[src/rtl/grid_step_ctrl_if.sv]
// Command/status bundle between a grid evolution controller and its sequencer.
// The master drives the commands. The slave (grid_step_ctrl) returns the grid controls.
interface grid_step_ctrl_if #(
  parameter int GEN_W = 16
);
  logic             clear;
  logic             load;
  logic             run;
  logic             step;
  logic             sel;
  logic             grid_we;
  logic [GEN_W-1:0] gen_count;
  logic             running;
  logic             halted;

  modport master (
    output clear, load, run, step,
    input  sel, grid_we, gen_count, running, halted
  );

  modport slave (
    input  clear, load, run, step,
    output sel, grid_we, gen_count, running, halted
  );
endinterface

[src/rtl/grid_step_ctrl.sv]
// Sequencer for a cellular-automaton grid register: seed load, single step,
// timed free-run evolution and halt at a generation limit.
module grid_step_ctrl #(
  parameter int DIV     = 4,
  parameter int GEN_W   = 16,
  parameter int MAX_GEN = 2**GEN_W - 1
) (
  input  logic          clk,
  input  logic          reset,
  grid_step_ctrl_if.slave bus
);

  typedef enum logic [2:0] {
    S_IDLE,
    S_LOAD,
    S_PAUSE,
    S_RUN,
    S_EVOLVE,
    S_HALT
  } state_t;

  localparam int                 TIMER_W      = $clog2(DIV);
  localparam logic [TIMER_W-1:0] TIMER_RELOAD = TIMER_W'(DIV - 1);
  localparam logic [GEN_W-1:0]   GEN_LIMIT    = GEN_W'(MAX_GEN);

  state_t             state_q, state_d;
  logic               ret_run_q, ret_run_d;
  logic [TIMER_W-1:0] timer_q, timer_d;
  logic [GEN_W-1:0]   gen_q, gen_d;
  logic [GEN_W-1:0]   gen_inc;

  assign gen_inc = gen_q + 1'b1;

  always_ff @(posedge clk) begin
    if (reset) begin
      state_q   <= S_IDLE;
      ret_run_q <= 1'b0;
      timer_q   <= '0;
      gen_q     <= '0;
    end else begin
      state_q   <= state_d;
      ret_run_q <= ret_run_d;
      timer_q   <= timer_d;
      gen_q     <= gen_d;
    end
  end

  always_comb begin
    state_d   = state_q;
    ret_run_d = ret_run_q;
    timer_d   = timer_q;
    gen_d     = gen_q;

    // clear and load pre-empt every state, including an in-flight EVOLVE.
    if (bus.clear) begin
      state_d = S_IDLE;
      timer_d = '0;
      gen_d   = '0;
    end else if (bus.load && (state_q != S_LOAD)) begin
      state_d = S_LOAD;
      gen_d   = '0;
    end else begin
      unique case (state_q)
        S_IDLE: begin
          state_d = S_IDLE;
        end
        S_LOAD: begin
          state_d = S_PAUSE;
          gen_d   = '0;
        end
        S_PAUSE: begin
          if (bus.step) begin
            state_d   = S_EVOLVE;
            ret_run_d = 1'b0;
          end else if (bus.run) begin
            state_d = S_RUN;
            timer_d = TIMER_RELOAD;
          end
        end
        S_RUN: begin
          if (!bus.run) begin
            state_d = S_PAUSE;
          end else if (timer_q == '0) begin
            state_d   = S_EVOLVE;
            ret_run_d = 1'b1;
            timer_d   = TIMER_RELOAD;
          end else begin
            timer_d = timer_q - 1'b1;
          end
        end
        S_EVOLVE: begin
          gen_d = gen_inc;
          if (gen_inc == GEN_LIMIT) begin
            state_d = S_HALT;
          end else begin
            state_d = ret_run_q ? S_RUN : S_PAUSE;
          end
        end
        S_HALT: begin
          state_d = S_HALT;
        end
        default: begin
          state_d = S_IDLE;
        end
      endcase
    end
  end

  // Outputs depend only on registered state, never on the command inputs.
  assign bus.sel       = (state_q != S_IDLE) && (state_q != S_LOAD);
  assign bus.grid_we   = (state_q == S_LOAD) || (state_q == S_EVOLVE);
  assign bus.gen_count = gen_q;
  assign bus.running   = (state_q == S_RUN) || ((state_q == S_EVOLVE) && ret_run_q);
  assign bus.halted    = (state_q == S_HALT);

endmodule

[src/flat_wrapper.sv]
// flat-port wrapper written by rule: the top's interface ports become plain ports
module grid_step_ctrl_flat 
#(
  parameter int DIV     = 4,
  parameter int GEN_W   = 16,
  parameter int MAX_GEN = 2**GEN_W - 1
)
  (clk, reset, bus_clear, bus_load, bus_run, bus_step, bus_sel, bus_grid_we, bus_gen_count, bus_running, bus_halted);
  grid_step_ctrl_if #(.GEN_W(GEN_W)) bus_i ();
  input  logic clk;
  input  logic reset;
  input wire logic [$bits(bus_i.clear)-1:0] bus_clear;
  input wire logic [$bits(bus_i.load)-1:0] bus_load;
  input wire logic [$bits(bus_i.run)-1:0] bus_run;
  input wire logic [$bits(bus_i.step)-1:0] bus_step;
  output wire logic [$bits(bus_i.sel)-1:0] bus_sel;
  output wire logic [$bits(bus_i.grid_we)-1:0] bus_grid_we;
  output wire logic [$bits(bus_i.gen_count)-1:0] bus_gen_count;
  output wire logic [$bits(bus_i.running)-1:0] bus_running;
  output wire logic [$bits(bus_i.halted)-1:0] bus_halted;
  assign bus_i.clear = bus_clear;
  assign bus_i.load = bus_load;
  assign bus_i.run = bus_run;
  assign bus_i.step = bus_step;
  assign bus_sel = bus_i.sel;
  assign bus_grid_we = bus_i.grid_we;
  assign bus_gen_count = bus_i.gen_count;
  assign bus_running = bus_i.running;
  assign bus_halted = bus_i.halted;
  grid_step_ctrl #(.DIV(DIV), .GEN_W(GEN_W), .MAX_GEN(MAX_GEN)) u_core (.clk(clk), .reset(reset), .bus(bus_i));
endmodule
[config.mk]
export PLATFORM = sky130hd
export DESIGN_NAME = grid_step_ctrl_flat
export DESIGN_NICKNAME = d
export VERILOG_FILES = /design/src/rtl/grid_step_ctrl_if.sv /design/src/rtl/grid_step_ctrl.sv /design/src/flat_wrapper.sv
export SDC_FILE = /design/constraint.sdc
export NUM_CORES = 1
export LEC_CHECK = 0
export ABC_AREA = 1
export BUFFER_PORTS_ARGS = -buffer_cell sky130_fd_sc_hd__buf_2
export CAP_MARGIN = 10
export CELL_PAD_IN_SITES_DETAIL_PLACEMENT = 0
export CELL_PAD_IN_SITES_GLOBAL_PLACEMENT = 2
export CORE_MARGIN = 3
export CORE_UTILIZATION = 29
export CTS_CLUSTER_SIZE = 24
export DETAILED_ROUTE_END_ITERATION = 8
export PLACE_DENSITY_LB_ADDON = 0.12
export SYNTH_ARGS = -nofsm -noshare
export SYNTH_HDL_FRONTEND = slang
export SYNTH_SLANG_ARGS = --single-unit
[constraint.sdc]
create_clock -name clk -period 2.2 [get_ports clk]
set_clock_uncertainty 0.1 [all_clocks]
set_input_delay 0.44 -clock clk [delete_from_list [all_inputs] [get_ports clk]]
set_output_delay 0.44 -clock clk [all_outputs]
set_load 0.05 [all_outputs]
==> results.yml, run 1 <==
die:
  fp.dieH_microns: 77.7
  die_w_microns: 77.7
  die_area_sq_mm: 0.00603
  rows: 25
  core_area_sq_mm: 0.00485
  ioPinCount: 26
  start_util_pct: 30.7
critical_path:
  cp.arrival_ns: 1.51
  end_kind: "output port"
  cp_max_fo: 5
  worstReg2RegStart: "u_core.bus.gen_count[1]$_SDFFE_PP0P_"
  rrSetupSlack_ns: 0.26
  worstPathRequired_ns: 1.66
  r2r_cells: 12
  rr_endpoint: "u_core.state_q[1]$_SDFFE_PP0P_"
  start_kind: "flip-flop"
  path_class: "reg2out"
global_routing:
  grt_max_degree: 18
  grt_pass1_wl_mm: 6.73
  overflow: 0
  grt_pass1_vias: 1403
  antenna_found_initial: 0
  grt_use_total_pct: 13.7
clock_tree:
  clock_latency_ns: 0.26
  clk_pin_slew_worst_paths_ns: 0.08
  cts_root_buf: "clkbuf_8"
  cts_sinks: 22
  cts_buffer_depth: 2
  cts_hold_repair.buffers: 0
  cts_tree: "built"
  numCtsBuffers: 3
  cts-htree-levels: 1
synth:
  synth-edff-count: 0
  synth.distinct_cells: 30
  synthTopCellsByArea: "dfxtp_1 30%, nand2_1 19%, inv_1 9.3%"
  synth_top_cell_area_share_pct: 29.6
  syn_area_sq_mm: 0.00149
  synth_ff_type: "dfxtp_1"
  synth-seq-cells: 22
  async_reset_ff_share_pct: 0
  synth_fp_nets: 249
  yosysTopAreaCell: "dfxtp_1"
  avgSynthCellArea_sq_um: 6.21
  syn_inst: 240
  synth_warnings: 0
  ys_seq_area_share_pct: 29.6
layout:
  area_growth_pct: 20.0
  antenna_cells: 0
  final_net_count: 283
  final_design_area_no_fill_sq_mm: 0.00179
  drive_gt1_share_pct: 19.9
  final_util_pct: 36.9
  multi_input_area_sq_um: 903
  regArea_sq_um: 443
  final_cells: 339
  fillers: 567
power:
  ir_worst_vdd_uv: 259
  pwr-share-clk_pct: 37.4
  power.density_mw_per_mm2: 393
  finalPower_mw: 0.702
  power_leakage_nw: 0.763
  p_sw_mw: 0.171
  switching_share_pct: 24.3
  combPwrFrac_pct: 5.5
  pwr-share-seq_pct: 57.0
  p_int_mw: 0.531
detailed_routing:
  drt_iter0_drc: 119
  drc: 0
  vias: 1579
  drtPass1Iterations: 4
  wl_mm: 4.18
  avgViaCountPerCell: 4.66
  drtAntennaViolNets: 0
  wire_per_inst_microns: 12.3
flow_run:
  drv_cap: 0
timing:
  rsz0062_at_grt: "no"
  fmax_ghz: 0.487
  tightest_slew_ns: 0.606
  slew_headroom_pct: 59.5
  fin_hold_ws_ns: 0.243
  finalSetupViolations: 0
  hold_viol: 0
  fin_setup_tns_ns: 0
  setup_slack_ns: 0.147
  min_period_ns: 2.05
  final_max_slew_viol_count: 0
  period_share_pct: 93.3
placement:
  dp_slack_ns: 0.207
  routabilityCongestion: 0.734
  postPlaceCellArea_sq_mm: 0.00173
  dp_cells: 335
  port_buffers: 25
  dp_hpwl_mm: 3.12
worst_hold_path:
  hold_end: "u_core.ret_run_q$_SDFFE_PP0P_"
  hold_start: "reset"
  hold_class: "in2reg"
  whs_path_depth: 2
status:
  status: "complete, no violations"
power by group through the flow:
stage / clock [mW] / combinational, mW / sequential, mW
after floorplan: 0 / 0.0255 / 0.409
after global placement: 0 / 0.0398 / 0.410
after detailed placement: 0 / 0.0391 / 0.410
after CTS: 0.281 / 0.0393 / 0.400
after global routing: 0.289 / 0.0432 / 0.401
final: 0.263 / 0.0389 / 0.400
metal layers:
| metal | share of wire [%] | track usage, % | vias up | wire length, microns |
|---|---|---|---|---|
| met2 | 44 | 22.3 | 38 | 1850 |
| met1 | 51 | 18.8 | 700 | 2110 |
| li1 | - | - | 839 | - |
| met3 | 4.5 | 2.67 | 2 | 189 |
| met5 | 0 | 0 | - | 0 |
| met4 | 0.65 | 2.67 | 0 | 27 |
timing repair:
action | 4_1_cts | 5_1_grt
buffers inserted | 0 | 0
endpoints found under the setup margin | 0 | 3
resized for setup | 0 | 2
synth_stat cells (2+ instances only):
library cell / count
nor2_2: 2
inv_1: 37
ha_1: 3
clkbuf_1: 3
nand2_1: 77
o21ai_0: 7
nand2_2: 4
nor2_4: 2
dfxtp_1: 22
nand4_1: 11
nor3_1: 3
nand3_1: 17
a21oi_1: 20
nor2_1: 16
cells by family (layout without fill, tap and decap cells):
group,after synthesis,after routing,synth area share [%]
AOI/OAI and AO/OA,34,34,12.5
xor gates and xnor gates,1,1,0.588
adders and majority gates,3,3,2.52
buffers and inverters,41,72,10.6
DFF,22,22,29.6
and+or+nand+nor,139,140,44.2
worst max-delay path: stages (launching register included):
cell and delay [ns]:
dfxtp_1 0.43, inv_1 0.11, nor3_2 0.22, inv_1 0.12, o21ai_1 0.09, buf_2 0.27
state kept, by name, indices dropped and copies added (netlist names):
| register | count |
|---|---|
| u_core.state_q | 3 |
| u_core.bus.gen_count | 16 |
| u_core.ret_run_q | 1 |
| u_core.timer_q | 2 |
placed cells by master, fill, tap and decap left out:
cell,n
nand2_1,77
inv_1,37
buf_2,25
a21oi_1,20
dfxtp_1,20
nand3_1,17
nor2_1,16
nand4_1,11
buf_4,7
o21ai_0,6
nand2_2,4
nor2_2,3
ha_1,3
clkbuf_8,3
nor3_2,2
o21ai_1,2
nor2_4,2
nor3_1,2
dfxtp_2,2
nand3_2,1
o22ai_1,1
nand2_4,1
nor2_8,1
xor2_1,1
o21bai_1,1
nor3_4,1
nand3b_1,1
a31oi_1,1
o41ai_1,1
a21oi_2,1
a311oi_1,1
or2_2,1
worst max path at each step:
stage | from | end | cells after the start
floorplan | u_core.bus.gen_count[0]$_SDFFE_PP0P_ | u_core.state_q[1]$_SDFFE_PP0P_ | 12
global placement | u_core.bus.gen_count[0]$_SDFFE_PP0P_ | u_core.state_q[1]$_SDFFE_PP0P_ | 12
detailed placement | u_core.bus.gen_count[0]$_SDFFE_PP0P_ | u_core.state_q[1]$_SDFFE_PP0P_ | 12
CTS | u_core.state_q[0]$_SDFFE_PP0P_ | bus_running | 5
global route | u_core.bus.gen_count[1]$_SDFFE_PP0P_ | u_core.state_q[1]$_SDFFE_PP0P_ | 12
finish | u_core.state_q[0]$_SDFFE_PP0P_ | bus_running | 5
area by class of cell:
class / count / area share [%]
Sequential cell: 22 / 24.8
Tap cell: 67 / 4.69
Timing Repair Buffer: 32 / 9.94
Clock buffer: 3 / 2.31
Inverter: 37 / 7.77
Multi-Input combinational cell: 178 / 50.5
Power figures use the tool's default switching activity.
==> run 2: changes to the inputs <==
--- a/config.mk
+++ b/config.mk
@@ -11,7 +11,7 @@
 export CELL_PAD_IN_SITES_DETAIL_PLACEMENT = 0
 export CELL_PAD_IN_SITES_GLOBAL_PLACEMENT = 2
 export CORE_MARGIN = 3
-export CORE_UTILIZATION = 29
+export CORE_UTILIZATION = 26
 export CTS_CLUSTER_SIZE = 24
 export DETAILED_ROUTE_END_ITERATION = 8
 export PLACE_DENSITY_LB_ADDON = 0.12
==> constraint.sdc (replaced) <==
create_clock -name clk -period 1.8 [get_ports clk]
set_clock_uncertainty 0.1 [all_clocks]
set_input_delay 0.36 -clock clk [delete_from_list [all_inputs] [get_ports clk]]
set_output_delay 0.36 -clock clk [all_outputs]
set_load 0.05 [all_outputs]
==> results.yml, run 2 (same netlist as run 1, synthesis figures left out) <==
global_routing:
  grt_pass1_wl_mm: 8.03
  overflow: 0
  grt_max_degree: 18
  antenna_found_initial: 0
  grt_pass1_vias: 1729
  grt_use_total_pct: 15.4
clock_tree:
  cts-htree-levels: 1
  cts_tree: "built"
  cts_root_buf: "clkbuf_8"
  cts_hold_repair.buffers: 0
  cts_buffer_depth: 2
  clock_latency_ns: 0.27
  numCtsBuffers: 3
  clk_pin_slew_worst_paths_ns: 0.09
  cts_sinks: 22
layout:
  final_cells: 378
  layout_commonest_cell: "nand2_1"
  final_util_pct: 41.7
  final_cell_mix: "72 x nand2_1, 41 x buf_4, 33 x inv_1"
  antenna_cells: 0
  drive_gt1_share_pct: 38.6
  area_growth_pct: 49.2
  fillers: 596
  largest_reg_flops: 16
  final_design_area_no_fill_sq_mm: 0.00222
  final_net_count: 318
placement:
  dp_cells: 357
  dp_hpwl_mm: 3.41
  routabilityCongestion: 0.747
  dp_slack_ns: -0.0318
  port_buffers: 25
  postPlaceCellArea_sq_mm: 0.00196
critical_path:
  worstPathRequired_ns: 1.87
  cp_max_fo: 4
  end_kind: "flip-flop"
  cp.arrival_ns: 1.85
  path_class: "reg2reg"
  start_kind: "flip-flop"
detailed_routing:
  wl_mm: 4.67
  drtPass1Iterations: 4
  drtAntennaViolNets: 0
  avgViaCountPerCell: 4.48
  drt_iter0_drc: 62
  drc: 0
  wire_per_inst_microns: 12.3
  vias: 1694
timing:
  rsz0062_at_grt: "yes"
  period_share_pct: 99.2
  hold_viol: 0
  tightest_slew_ns: 0.270
  setup_slack_ns: 0.0139
  final_max_slew_viol_count: 0
  fin_setup_tns_ns: 0
  min_period_ns: 1.79
  slew_headroom_pct: 81.8
  fmax_ghz: 0.560
  fin_hold_ws_ns: 0.166
  finalSetupViolations: 0
power:
  power_leakage_nw: 0.974
  power.density_mw_per_mm2: 459
  ir_worst_vdd_uv: 287
  finalPower_mw: 1.02
die:
  start_util_pct: 27.9
  fp.dieH_microns: 81.7
  ioPinCount: 26
  die_w_microns: 81.7
  die_area_sq_mm: 0.00668
  rows: 26
  core_area_sq_mm: 0.00534
status:
  status: "complete, no violations"
worst_hold_path:
  hold_class: "in2reg"
flow_run:
  drv_cap: 0
[run 2: cell count changes in the layout (fill, tap and decap cells not counted), moves of 3 or more]
cell / delta
buf_4: +34
dfxtp_1: -14
dfxtp_2: +7
dfxtp_4: +7
inv_1: -4
nand2_1: -5
nand2_2: +5
nand3_1: -3
[run 2: path summary, 6_finish.rpt]
path	depth (start not counted)	slack [ns]	to	start
worst max-delay path	12	0.01	u_core.bus.gen_count[14]$_SDFFE_PP0P_	u_core.bus.gen_count[0]$_SDFFE_PP0P_
worst max register to register	12	0.01	u_core.bus.gen_count[14]$_SDFFE_PP0P_	u_core.bus.gen_count[0]$_SDFFE_PP0P_
worst min-delay path	2	0.17	u_core.ret_run_q$_SDFFE_PP0P_	reset
worst min register to register	2	0.36	u_core.timer_q[1]$_SDFFE_PP0P_	u_core.timer_q[1]$_SDFFE_PP0P_
[run 2: critical path, cell delays in order, from the launching register on]
cell     delay [ns]
dfxtp_4        0.38
ha_4           0.15
nand3_4        0.08
buf_4          0.16
nor2_4         0.14
nand3_2        0.07
nand2_1        0.06
nand2_1        0.07
buf_4          0.13
buf_4          0.12
buf_4          0.12
nand2_1        0.04
a21oi_1        0.06
[run 2: timing repair]
action	in CTS	in global routing
gates resized for setup	14	12
endpoints found under the setup margin	6	7
pin swaps	10	13
setup buffers	13	3
gates cloned	1	0
[run 2: routing by layer]
layer	share of wire, %	track usage, %	vias to the layer above
li1	-	-	920
met1	48	19.7	755
met2	49	27.7	17
met3	2.5	2.74	2
met4	0.58	1.99	0
met5	0	0	-
[run 2: layout make-up]
class | instances | area [sq um] | share of cell area [%]
clock buffer | 3 | 41.3 | 1.86
clock inverter | 1 | 30.0 | 1.35
inverter | 37 | 144 | 6.47
multi-input combinational | 178 | 968 | 43.6
sequential | 22 | 478 | 21.5
tap | 70 | 87.6 | 3.94
timing repair buffer | 67 | 474 | 21.3
[run 2: report_power, final]
| group | switching (mW) | internal, mW | leakage [nW] | total [mW] |
|---|---|---|---|---|
| Clock | 0.184 | 0.297 | 0.0357 | 0.481 |
| Sequential | 0.00200 | 0.478 | 0.188 | 0.480 |
| Combinational | 0.0383 | 0.0218 | 0.751 | 0.0601 |
